<file path="src/rtl/port_uart_tx_if.sv">
// CPU port pair as seen by the UART: command word in, status word out, serial line.
// master = CPU/top-level side, slave = the UART device.
interface port_uart_tx_if;
    logic [31:0] portOutput;
    logic [31:0] portInput;
    logic        txd;

    modport master (output portOutput, input portInput, input txd);
    modport slave  (input portOutput, output portInput, output txd);
endinterface

</file>
<file path="src/rtl/port_uart_tx.sv">
// port_uart_tx: toggle-handshake byte port -> FIFO -> 8N1 serial shifter; ack 1 edge after toggle, start bit 2 edges after.
// Never stalls software: a request on a full FIFO drops the byte and sets sticky overflow. Optional parity: PORT_UART_TX_PARITY_EN.
module port_uart_tx #(
    parameter int CLOCKS_PER_BIT  = 434,
    parameter int FIFO_DEPTH_LOG2 = 2
) (
    input  logic          clock,
    input  logic          reset,
    port_uart_tx_if.slave bus
);
    localparam int                         DEPTH     = 1 << FIFO_DEPTH_LOG2;
    localparam int                         CW        = FIFO_DEPTH_LOG2 + 1;
    localparam logic [15:0]                BAUD_LAST = 16'(CLOCKS_PER_BIT - 1);
    localparam logic [CW-1:0]              FULL_CNT  = CW'(DEPTH);
    localparam logic [CW-1:0]              CNT_ONE   = 1;
    localparam logic [FIFO_DEPTH_LOG2-1:0] PTR_ONE   = 1;

    typedef enum logic [2:0] {S_IDLE, S_START, S_DATA, S_PARITY, S_STOP} state_e;

    state_e                     state_q, state_d;
    logic [15:0]                baud_q, baud_d;
    logic [2:0]                 bit_q, bit_d;
    logic [7:0]                 shift_q, shift_d;
    logic [FIFO_DEPTH_LOG2-1:0] rd_ptr_q, wr_ptr_q;
    logic [CW-1:0]              count_q;
    logic                       prev_req_q, ack_q, ovf_q;
    logic [7:0]                 mem_q [DEPTH];
    logic [7:0]                 cnt_ext;
    logic                       req, fifo_full, fifo_empty, push, pop, baud_last, ovf_set;
`ifdef PORT_UART_TX_PARITY_EN
    logic                       par_odd_q, par_odd_d;
    logic                       unused_port_bits;
    assign unused_port_bits = ^bus.portOutput[31:11];
`else
    logic                       unused_port_bits;
    assign unused_port_bits = ^bus.portOutput[31:10];
`endif

    assign req        = bus.portOutput[8] ^ prev_req_q;
    assign fifo_full  = (count_q == FULL_CNT);
    assign fifo_empty = (count_q == '0);
    assign baud_last  = (baud_q == BAUD_LAST);
    // A same-edge pop frees the slot, so a full FIFO still accepts the byte.
    assign push       = req & (~fifo_full | pop);
    assign ovf_set    = req & fifo_full & ~pop;

    always_comb begin
        state_d = state_q;
        baud_d  = baud_q;
        bit_d   = bit_q;
        shift_d = shift_q;
        pop     = 1'b0;
`ifdef PORT_UART_TX_PARITY_EN
        par_odd_d = par_odd_q;
`endif
        if (state_q != S_IDLE) baud_d = baud_last ? '0 : baud_q + 16'd1;
        unique case (state_q)
            S_IDLE:   if (!fifo_empty) pop = 1'b1;
            S_START:  if (baud_last) begin
                state_d = S_DATA;
                bit_d   = '0;
            end
            S_DATA:   if (baud_last) begin
                bit_d = bit_q + 3'd1;
`ifdef PORT_UART_TX_PARITY_EN
                if (bit_q == 3'd7) state_d = S_PARITY;
`else
                if (bit_q == 3'd7) state_d = S_STOP;
`endif
            end
            S_PARITY: if (baud_last) state_d = S_STOP;
            S_STOP:   if (baud_last) begin
                if (!fifo_empty) pop = 1'b1;
                else             state_d = S_IDLE;
            end
            default:  state_d = S_IDLE;
        endcase
        if (pop) begin
            state_d = S_START;
            baud_d  = '0;
            bit_d   = '0;
            shift_d = mem_q[rd_ptr_q];
`ifdef PORT_UART_TX_PARITY_EN
            par_odd_d = bus.portOutput[10];
`endif
        end
    end

    always_comb begin
        bus.txd = 1'b1;
        case (state_q)
            S_START:  bus.txd = 1'b0;
            S_DATA:   bus.txd = shift_q[bit_q];
`ifdef PORT_UART_TX_PARITY_EN
            S_PARITY: bus.txd = (^shift_q) ^ par_odd_q;
`endif
            default:  bus.txd = 1'b1;
        endcase
    end

    always_ff @(posedge clock or negedge reset) begin
        if (!reset) begin
            state_q    <= S_IDLE;
            baud_q     <= '0;
            bit_q      <= '0;
            shift_q    <= '0;
            rd_ptr_q   <= '0;
            wr_ptr_q   <= '0;
            count_q    <= '0;
            prev_req_q <= 1'b0;
            ack_q      <= 1'b0;
            ovf_q      <= 1'b0;
`ifdef PORT_UART_TX_PARITY_EN
            par_odd_q  <= 1'b0;
`endif
        end else begin
            state_q    <= state_d;
            baud_q     <= baud_d;
            bit_q      <= bit_d;
            shift_q    <= shift_d;
            prev_req_q <= bus.portOutput[8];
`ifdef PORT_UART_TX_PARITY_EN
            par_odd_q  <= par_odd_d;
`endif
            if (req) ack_q <= bus.portOutput[8];
            if (ovf_set)               ovf_q <= 1'b1;
            else if (bus.portOutput[9]) ovf_q <= 1'b0;
            if (push) wr_ptr_q <= wr_ptr_q + PTR_ONE;
            if (pop)  rd_ptr_q <= rd_ptr_q + PTR_ONE;
            case ({push, pop})
                2'b10:   count_q <= count_q + CNT_ONE;
                2'b01:   count_q <= count_q - CNT_ONE;
                default: count_q <= count_q;
            endcase
        end
    end

    always_ff @(posedge clock) begin
        if (push) mem_q[wr_ptr_q] <= bus.portOutput[7:0];
    end

    always_comb begin
        cnt_ext           = '0;
        cnt_ext[CW-1:0]   = count_q;
    end

    assign bus.portInput = {16'h0000, cnt_ext, 3'b000, ovf_q, (state_q != S_IDLE),
                            fifo_empty, fifo_full, ack_q};
endmodule
</file>
<file path="src/flat_wrapper.sv">
// flat-port wrapper written by rule: the top's interface ports become plain ports
module port_uart_tx_flat 
#(
    parameter int CLOCKS_PER_BIT  = 434,
    parameter int FIFO_DEPTH_LOG2 = 2
)
  (clock, reset, bus_portOutput, bus_portInput, bus_txd);
  port_uart_tx_if bus_i ();
  input  logic clock;
  input  logic reset;
  input wire logic [$bits(bus_i.portOutput)-1:0] bus_portOutput;
  output wire logic [$bits(bus_i.portInput)-1:0] bus_portInput;
  output wire logic [$bits(bus_i.txd)-1:0] bus_txd;
  assign bus_i.portOutput = bus_portOutput;
  assign bus_portInput = bus_i.portInput;
  assign bus_txd = bus_i.txd;
  port_uart_tx #(.CLOCKS_PER_BIT(CLOCKS_PER_BIT), .FIFO_DEPTH_LOG2(FIFO_DEPTH_LOG2)) u_core (.clock(clock), .reset(reset), .bus(bus_i));
endmodule
</file>
<file path="config.mk">
export PLATFORM = sky130hd
export DESIGN_NAME = port_uart_tx_flat
export DESIGN_NICKNAME = d
export VERILOG_FILES = /design/src/rtl/port_uart_tx_if.sv /design/src/rtl/port_uart_tx.sv /design/src/flat_wrapper.sv
export SDC_FILE = /design/constraint.sdc
export NUM_CORES = 1
export LEC_CHECK = 0
export CAP_MARGIN = 10
export CELL_PAD_IN_SITES_DETAIL_PLACEMENT = 2
export CELL_PAD_IN_SITES_GLOBAL_PLACEMENT = 2
export CORE_UTILIZATION = 36
export CTS_BUF_LIST = sky130_fd_sc_hd__clkbuf_4
export CTS_CLUSTER_SIZE = 12
export DETAILED_ROUTE_END_ITERATION = 12
export GPL_ROUTABILITY_DRIVEN = 0
export MAX_ROUTING_LAYER = met4
export PLACE_DENSITY_LB_ADDON = 0.12
export SLEW_MARGIN = 15
export SYNTH_ARGS = -nofsm -noshare
export SYNTH_HDL_FRONTEND = slang
export SYNTH_SLANG_ARGS = --single-unit
</file>
<file path="constraint.sdc">
create_clock -name clock -period 4.2 [get_ports clock]
set_input_delay 0.42 -clock clock [delete_from_list [all_inputs] [get_ports clock]]
set_output_delay 0.42 -clock clock [all_outputs]
set_load 0.01 [all_outputs]
</file>
== Yosys cells after proc, flatten, opt, wreduce, memory -nomap -nowiden ==
Memories as Yosys holds them, arrays and structs flattened. A register that Yosys moved wholly into a read port is not among the register bits.
Index checks and enable logic that the tools add are counted.
Cells by class
  $add $sub $neg: 6
  order comparisons: 1
  equality and inequality tests: 16
  mux-type cells: 26
  bitwise gates (word level): 7
  reductions and logical operators: 10
Operators with widths (number)
  16-bit two-way mux: 3
  3-bit two-way mux: 10
  3-bit by 1-bit inequality test with 1-bit output, second input constant: 6
  16-bit by 1-bit adder with 16-bit output, second input constant: 1
  16-bit by 9-bit equality test with 1-bit output, second input constant: 1
  3-bit case mux with 5 select lines: 1
  3-bit case mux with 2 select lines: 2
  3-bit equality test, second input constant: 3
  1-bit two-way mux: 7
  7-bit AND reduction: 1
  3-bit by 1-bit adder with 3-bit output, second input constant: 2
  3-bit by 2-bit equality test with 1-bit output, second input constant: 2
  3-bit logical NOT: 2
  2-bit nonzero test: 3
  3-bit nonzero test: 2
  2-bit by 1-bit adder with 2-bit output, second input constant: 2
  3-bit by 4-bit < comparator with 1-bit output, second input constant: 1
  1-bit case mux with 2 select lines: 2
  1-bit bitwise AND: 3
  1-bit binary-select mux with 3-bit select: 1
  3-bit by 1-bit equality test with 1-bit output, second input constant: 1
  3-bit AND reduction: 1
  3-bit by 1-bit subtractor with 3-bit output, second input constant: 1
  2-bit by 1-bit equality test with 1-bit output, second input constant: 1
  other kinds (6): 7
Storage, ports and cells
  register bits: 32
  bits in writable memories: 32
  input port bits: 34
  output and inout port bits: 33
  word-level logic and storage cells: 76
  memories: 1
Memories
  u_core.mem_q: depth 4, bits a word 8, read ports 1, clocked after memory_dff 1, wr ports 1, line port_uart_tx.sv:27  | logic [7:0] mem_q [DEPTH];

== Depth between registers and ports, before layout ==
  word-level depth: 8
  depth in mapped cells: 12
  depth with buffers taken out: 10

== Worst setup path before layout ==
OpenSTA, ideal clock, no wires.
  kind: flip-flop to flip-flop
  start point: register u_core.baud_q[9]
  end point: register u_core.count_q[2]
  setup time: 0.079 ns
  arrival: 2.945 ns
  data required time: 4.121 ns
  slack: 1.176 ns
  stages on the path, launching flop included: 10
  buffers on the path: 2
  period minus slack after synthesis: 3.024 ns
  path through: dfrtp_1 > or4_1 > or4_1 > buf_6 > a21boi_4 > buf_8 > nand2_1 > fa_1 > o31ai_1 > xor2_1
Between the ends
  longest elaborated chain between the ends: 7
  elaborated cells between the ends (all ways): 9
Ends and longest elaborated chain
  start, declared: line port_uart_tx.sv:21  | logic [15:0] baud_q, baud_d;
  start signal, assigned: line port_uart_tx.sv:118  | baud_q <= baud_d;
  16-bit by 9-bit equality test with 1-bit output *: line port_uart_tx.sv:42  | assign baud_last = (baud_q == BAUD_LAST);
  1-bit two-way mux *: line port_uart_tx.sv:72  | S_STOP: if (baud_last) begin
  1-bit case mux with 2 select lines *: line port_uart_tx.sv:57  | unique case (state_q)
  1-bit bitwise OR: line port_uart_tx.sv:44  | assign push = req & (~fifo_full | pop);
  1-bit bitwise AND: line port_uart_tx.sv:44
  2-bit by 1-bit equality test with 1-bit output / 2-bit equality test (equally long branches): line port_uart_tx.sv:130  | case ({push, pop})
  3-bit case mux with 2 select lines / 2-bit nonzero test (equally long branches)
  end signal, assigned: line port_uart_tx.sv:131  | 2'b10: count_q <= count_q + CNT_ONE;
  end signal, assigned: line port_uart_tx.sv:132  | 2'b01: count_q <= count_q - CNT_ONE;
  end signal, assigned: line port_uart_tx.sv:133  | default: count_q <= count_q;
  end, declared: line port_uart_tx.sv:25  | logic [CW-1:0] count_q;
Mark *: on every way between the ends. The rest lies on a longest branch, timed or not.
A chain may end at the register's enable or synchronous reset.

== Final worst setup path ==
Ends and elaborated chain as after synthesis.

==> flow_summary_export.csv <==
group,metric,value,unit
cts,cts_tree,"built",
worst_setup_path,cp.required,4550,ps
die,dieWidth,101,microns
detailed_routing,num_vias,2226,
die,ios,67,
power_and_ir_drop,power,2180,uW
die,die-area,0.0103,sq mm
power_and_ir_drop,p_per_area,555,mW/mm^2
run,maxCapViolations,0,
die,core,0.00942,sq mm
global_routing,grt_pass1_vias,2391,
min_path,hp-class,"in2async",
die,die_y,101,microns
global_routing,grt.total_usage,18.1,%
die,num_rows,35,
global_routing,grt_pass1_wl,13.1,mm
cts,hold_buffers,0,
timing,fmax,0.321,GHz
place,pre_cts_ws,1120,ps
die,initial_core_util,37.7,%
worst_setup_path,end_kind,"flip-flop",
yosys,netlist-cell-type-count,50,
timing,hold_violations,0,
yosys,async_flop_share,55.6,%
timing,tightest_slew,1020,ps
place,io_buffers,20,
worst_setup_path,endpoint,"u_core.count_q[2]",
worst_setup_path,worstSetupStartpointType,"flip-flop",
yosys,netlist_top_cells_area,"dfrtp_1 28%, edfxtp_1 27%, mux4_2 6.3%, buf_4 5.9%, mux2_2 2.9%",
layout,syn_to_final_growth,10.5,%
detailed_routing,wl,7.91,mm
detailed_routing,wl_per_cell,18.0,microns
cts,insertion_delay,440,ps
cts,cts_setup_buffers,0,
detailed_routing,drt_pass1_iterations,6,
timing,relSlewSlack,31.6,%
global_routing,grt_max_degree,41,
yosys,post-synth-top-area-fraction,28.2,%
detailed_routing,antenna_left,0,
cts,postCtsResizedCells,0,
yosys,syn_inst,289,
detailed_routing,viasPerCell,5.06,
layout,n_antenna_cell,0,
cts,cts_buffer_depth,2,
layout,nets,349,
layout,drive_gt1_share,14.5,%
power_and_ir_drop,power.leakage,0.00154,uW
timing,setup_viol,0,
timing,finClkSkew,21.4,ps
worst_setup_path,cp-startpoint,"u_core.baud_q[9]",
cts,clkTransAtPathRegs,150,ps
worst_setup_path,rr_startpoint,"u_core.baud_q[9]",
worst_setup_path,r2r_end,"u_core.count_q[2]",
yosys,yosysMostFrequentCell,"dfrtp_1",
yosys,synth_top_area_cell,"dfrtp_1",
yosys,synth_area,0.00355,sq mm
global_routing,antenna_found_initial,0,
place,dp_hpwl,5.49,mm
worst_setup_path,crit_arrival,3460,ps
yosys,synthFlopType,"dfrtp_1",
global_routing,gr-total-overflow,0,
yosys,ys_warn_count,0,
worst_setup_path,reg2reg_slack,1090,ps
timing,fin_ws,1090,ps
timing,fin_crit_sh,74.1,%
cts,cts-buffers-inserted,9,
run_status,status,"finished, final reports clean",
cts,root_buffer,"clkbuf_4",
detailed_routing,drt_iter0_drc,78,
yosys,yosys-top-cells-count,"40 x dfrtp_1, 32 x edfxtp_1, 28 x buf_4",
timing,fin_tns_setup,0,ps
timing,hold_ws,97.1,ps
worst_setup_path,worstPathMaxFanout,7,
cts,cts_sinks,72,
yosys,synth-seq-cells,72,
worst_setup_path,critPathKind,"reg2reg",
power_and_ir_drop,ir_drop,0.000212,V
timing,rsz0062_at_grt,"no",
yosys,synth_edf_count,32,
yosys,synth.avg_cell_area,12.3,sq um
yosys,synth.yosys.seq_area_share,55.3,%
detailed_routing,drc,0,
timing,final_max_slew_viol_count,0,
timing,min_period,3110,ps
worst_setup_path,rr_worst_depth,7,
cts,cts_max_level,3,
## metal layers
metal  track usage (%)  vias to the layer above  wire length, microns
met1              23.9                     1140                  3860
met2              27.8                       40                  3780
li1                  -                     1041                     -
met3              4.35                        5                   205
met4              5.02                        0                    62
met5                 -                        -                     0
## cell usage in the layout (no fill, tap or decap), types with 5 or more instances in the layout
cell type,count
mux2_2,9
clkbuf_4,9
and2_1,5
o21ai_0,19
ha_1,8
nand2_1,18
nand3_1,10
nor3_1,8
dfrtp_1,40
mux4_2,10
edfxtp_1,32
inv_1,12
a21oi_1,9
nor2_1,12
conb_1,24
xor2_1,5
clkdlybuf4s50_1,19
## per-stage QoR
step / cell area, sq um / util, % / cells
5_1_grt: 3920 / 41.7 / 440
4_1_cts: 3920 / 41.7 / 440
3_5_place_dp: 3740 / 39.8 / 424
6_report: 3920 / 41.7 / 440
2_1_floorplan: 3640 / - / 312
3_3_place_gp: 3740 / 39.8 / 424
## worst max-delay path, stage by stage, from the launching register on
cell	delay, ps
dfrtp_1	460
or4_1	600
or4_1	740
a21boi_4	230
nand2_1	80
fa_1	430
o31ai_1	310
xor2_1	180
## cell type report
cell class / count / area, sq um
Clock buffer: 9 / 67.6
Clock inverter: 7 / 111
Fill cell: 966 / 5490
Inverter: 12 / 45.0
Multi-Input combinational cell: 189 / 1370
Sequential cell: 72 / 1960
Tap cell: 129 / 161
Timing Repair Buffer: 22 / 210
## cells by family after synthesis
| kind of cell | share of synthesized area, % |
|---|---|
| and+or+nand+nor | 10.6 |
| xor gates and xnor gates | 2.43 |
| adders and majority gates | 3.38 |
| DFF | 55.3 |
| other | 0.106 |
| muxes | 10.0 |
| AOI/OAI and AO/OA | 9.30 |
| buffers and inverters | 8.91 |
## flip-flops by register name (all words and copies together) (netlist names)
register	cells
u_core.ack_q	1
u_core.wr_ptr_q	2
u_core.mem_q	32
u_core.state_q	3
u_core.prev_req_q	1
u_core.baud_q	16
u_core.bit_q	3
u_core.ovf_q	1
u_core.count_q	3
u_core.shift_q	8
u_core.rd_ptr_q	2
## report_power, final
part	total (uW)	internal, uW	switching, uW
sequential	1070	914	155
combinational	562	299	263
clock	548	257	291
total	2180	1470	709
## how the worst min path moves through the flow
| stage | start | to | slack [ps] |
|---|---|---|---|
| 5_1_grt | reset | u_core.bit_q[2] | 140 |
| 4_1_cts | reset | u_core.bit_q[1] | 140 |
| 3_5_place_dp | u_core.prev_req_q | u_core.ack_q | 480 |
| 2_1_floorplan | reset | u_core.ack_q | 120 |
| 3_3_place_gp | u_core.prev_req_q | u_core.ack_q | 470 |
| 6_report | reset | u_core.bit_q[2] | 100 |
Power figures use the tool's default switching activity.
==> RTL change, RTL diff (config.mk and constraints unchanged) <==
`shift_q` no longer has a reset.
--- a/src/rtl/port_uart_tx.sv
+++ b/src/rtl/port_uart_tx.sv
@@ -104,5 +104,4 @@
             baud_q     <= '0;
             bit_q      <= '0;
-            shift_q    <= '0;
             rd_ptr_q   <= '0;
             wr_ptr_q   <= '0;
@@ -118,5 +117,4 @@
             baud_q     <= baud_d;
             bit_q      <= bit_d;
-            shift_q    <= shift_d;
             prev_req_q <= bus.portOutput[8];
 `ifdef PORT_UART_TX_PARITY_EN
@@ -137,4 +135,8 @@
 
     always_ff @(posedge clock) begin
+        shift_q <= shift_d;
+    end
+
+    always_ff @(posedge clock) begin
         if (push) mem_q[wr_ptr_q] <= bus.portOutput[7:0];
     end
Function: same outputs for any inputs over 10 cycles, from zero or initial values and one cycle with reset low; that may be too few to reach the edited logic, so the function may still have changed.
==> RTL change against the original RTL <==
- combinational power decreased by 11%
- highest routed layer unchanged
- critical path depth increased by 3
- design area decreased by 1.9%
- global-route usage decreased by 0.99 points
- total power decreased by 10%
- non-clock buffer count increased by 2
- wire length decreased by 7.1%
- utilization decreased by 0.40 points
- sequential cell count unchanged
- critical path type unchanged
- count of clock-buffer cells in the layout unchanged
- area after synthesis decreased by 1.8%
- worst setup slack got worse by 0.018 ns
==> RTL change: results (changes against the original RTL) <==
===========================================================================
Status                                                         finished clean
Static leakage                                                      1.45 nW   -5.8%
Max Fanout on Critical Path                                              12   +5
GRT Overall Usage                                                     17.1%   -0.99 points
Net switching power of the design                                    659 µW   -7.0%
Maximum clock skew at final layout                                0.0181 ns   -0.00329 ns
Inst Count DP                                                           421   -0.71%
Compound-cell area share of the yosys netlist                         7.79%   -1.5 points
Via count of the first global-routing pass                            2,325   -2.8%
Unique masters post-synth                                                47   -6.0%
Multiplexer share of the synthesized area                             7.64%   -2.4 points
Worst-case hold slack                                              0.393 ns   +0.296 ns
Switch share                                                          33.6%   +1.1 points
Placed cell area                                                   3720 µm²   -0.63%
Worst path max stage delay                                          0.48 ns   -0.26 ns
Top cell types by occurrence after synthesis                   sky130_fd_sc_hd__edfxtp_1 (40), sky130_fd_sc_hd__dfrtp_1 (32), sky130_fd_sc_hd__buf_4 (28), sky130_fd_sc_hd__nand2_1 (26), sky130_fd_sc_hd__o21ai_0 (21)
Dpl hpwl                                                            5260 µm   -4.2%
Routed length per placed instance                                   16.8 µm   -6.5%
Number of flops mapped to enable cells by yosys                          40   +25%
Fraction of layout cells with a size suffix above 1                   11.7%   -2.8 points
Worst reg2reg path depth                                                 10   +3
Aggregate routed wire length                                        7340 µm   -7.1%
Most frequently used flop master after synthesis               sky130_fd_sc_hd__edfxtp_1
Power in the clock group                                             419 µW   -24%
Mean instance size in the synthesized netlist                      12.4 µm²   +0.64%
Time the worst path needs with I/O delays and setup                 3.13 ns   +0.0182 ns
Power share of the sequential group                                   53.1%   +4.0 points
Total of fill cells in the finished design                              972   +0.62%
Largest vdd supply drop                                              281 µV   +32%
First-pass GRT wire length                                        12,400 µm   -5.1%
Fin nets                                                                346   -0.86%
Worst reg2reg setup slack                                           1.07 ns   -0.02 ns
Reg2Reg Launch Point                                           u_core.baud_q[1]
Crit path DAT                                                       3.49 ns   +0.03 ns
Share of flip-flops with an asynchronous set or reset                 44.4%   -11 points
Post-synthesis sequential area ratio                                  57.4%   +2.2 points
Post-Synth XOR/XNOR Area                                              2.26%   -0.17 points
Slew at the pin closest to its max-slew limit                      0.941 ns   -0.0757 ns
Master of the slowest instance on the critical path            sky130_fd_sc_hd__or4b_4
Maximum number of pins on one net before global-route repair             33   -20%
Top cells by area in the synthesized netlist                   sky130_fd_sc_hd__edfxtp_1 (34%), sky130_fd_sc_hd__dfrtp_1 (23%), sky130_fd_sc_hd__mux4_2 (6.5%)
===========================================================================
## RTL change: layout make-up
type	count	area (µm²)	share of cell area (%)
Tap cell	129	161	4.19
Sequential cell	72	2000	52.0
Inverter	12	45.0	1.17
Clock inverter	7	61.3	1.59
Timing Repair Buffer	24	230	5.98
Multi-Input combinational cell	184	1280	33.3
Clock buffer	9	67.6	1.76
## RTL change: worst max-delay path by stage
stage                           startpoint                end  depth (start not counted)
after floorplan           u_core.baud_q[1]  u_core.count_q[2]                         10
after global placement    u_core.baud_q[1]  u_core.count_q[2]                         10
after detailed placement  u_core.baud_q[1]  u_core.count_q[2]                         10
after CTS                 u_core.baud_q[1]  u_core.count_q[2]                         10
after global routing      u_core.baud_q[1]  u_core.count_q[2]                         10
final                     u_core.baud_q[1]  u_core.count_q[2]                         10
## RTL change: layer usage
metal	track usage [%]	up-vias	share of wire [%]
met4	5.91	0	1.1
met5	-	-	0
met3	4.18	8	3.1
met1	22.1	1082	48
met2	26.3	42	47
li1	-	1018	-
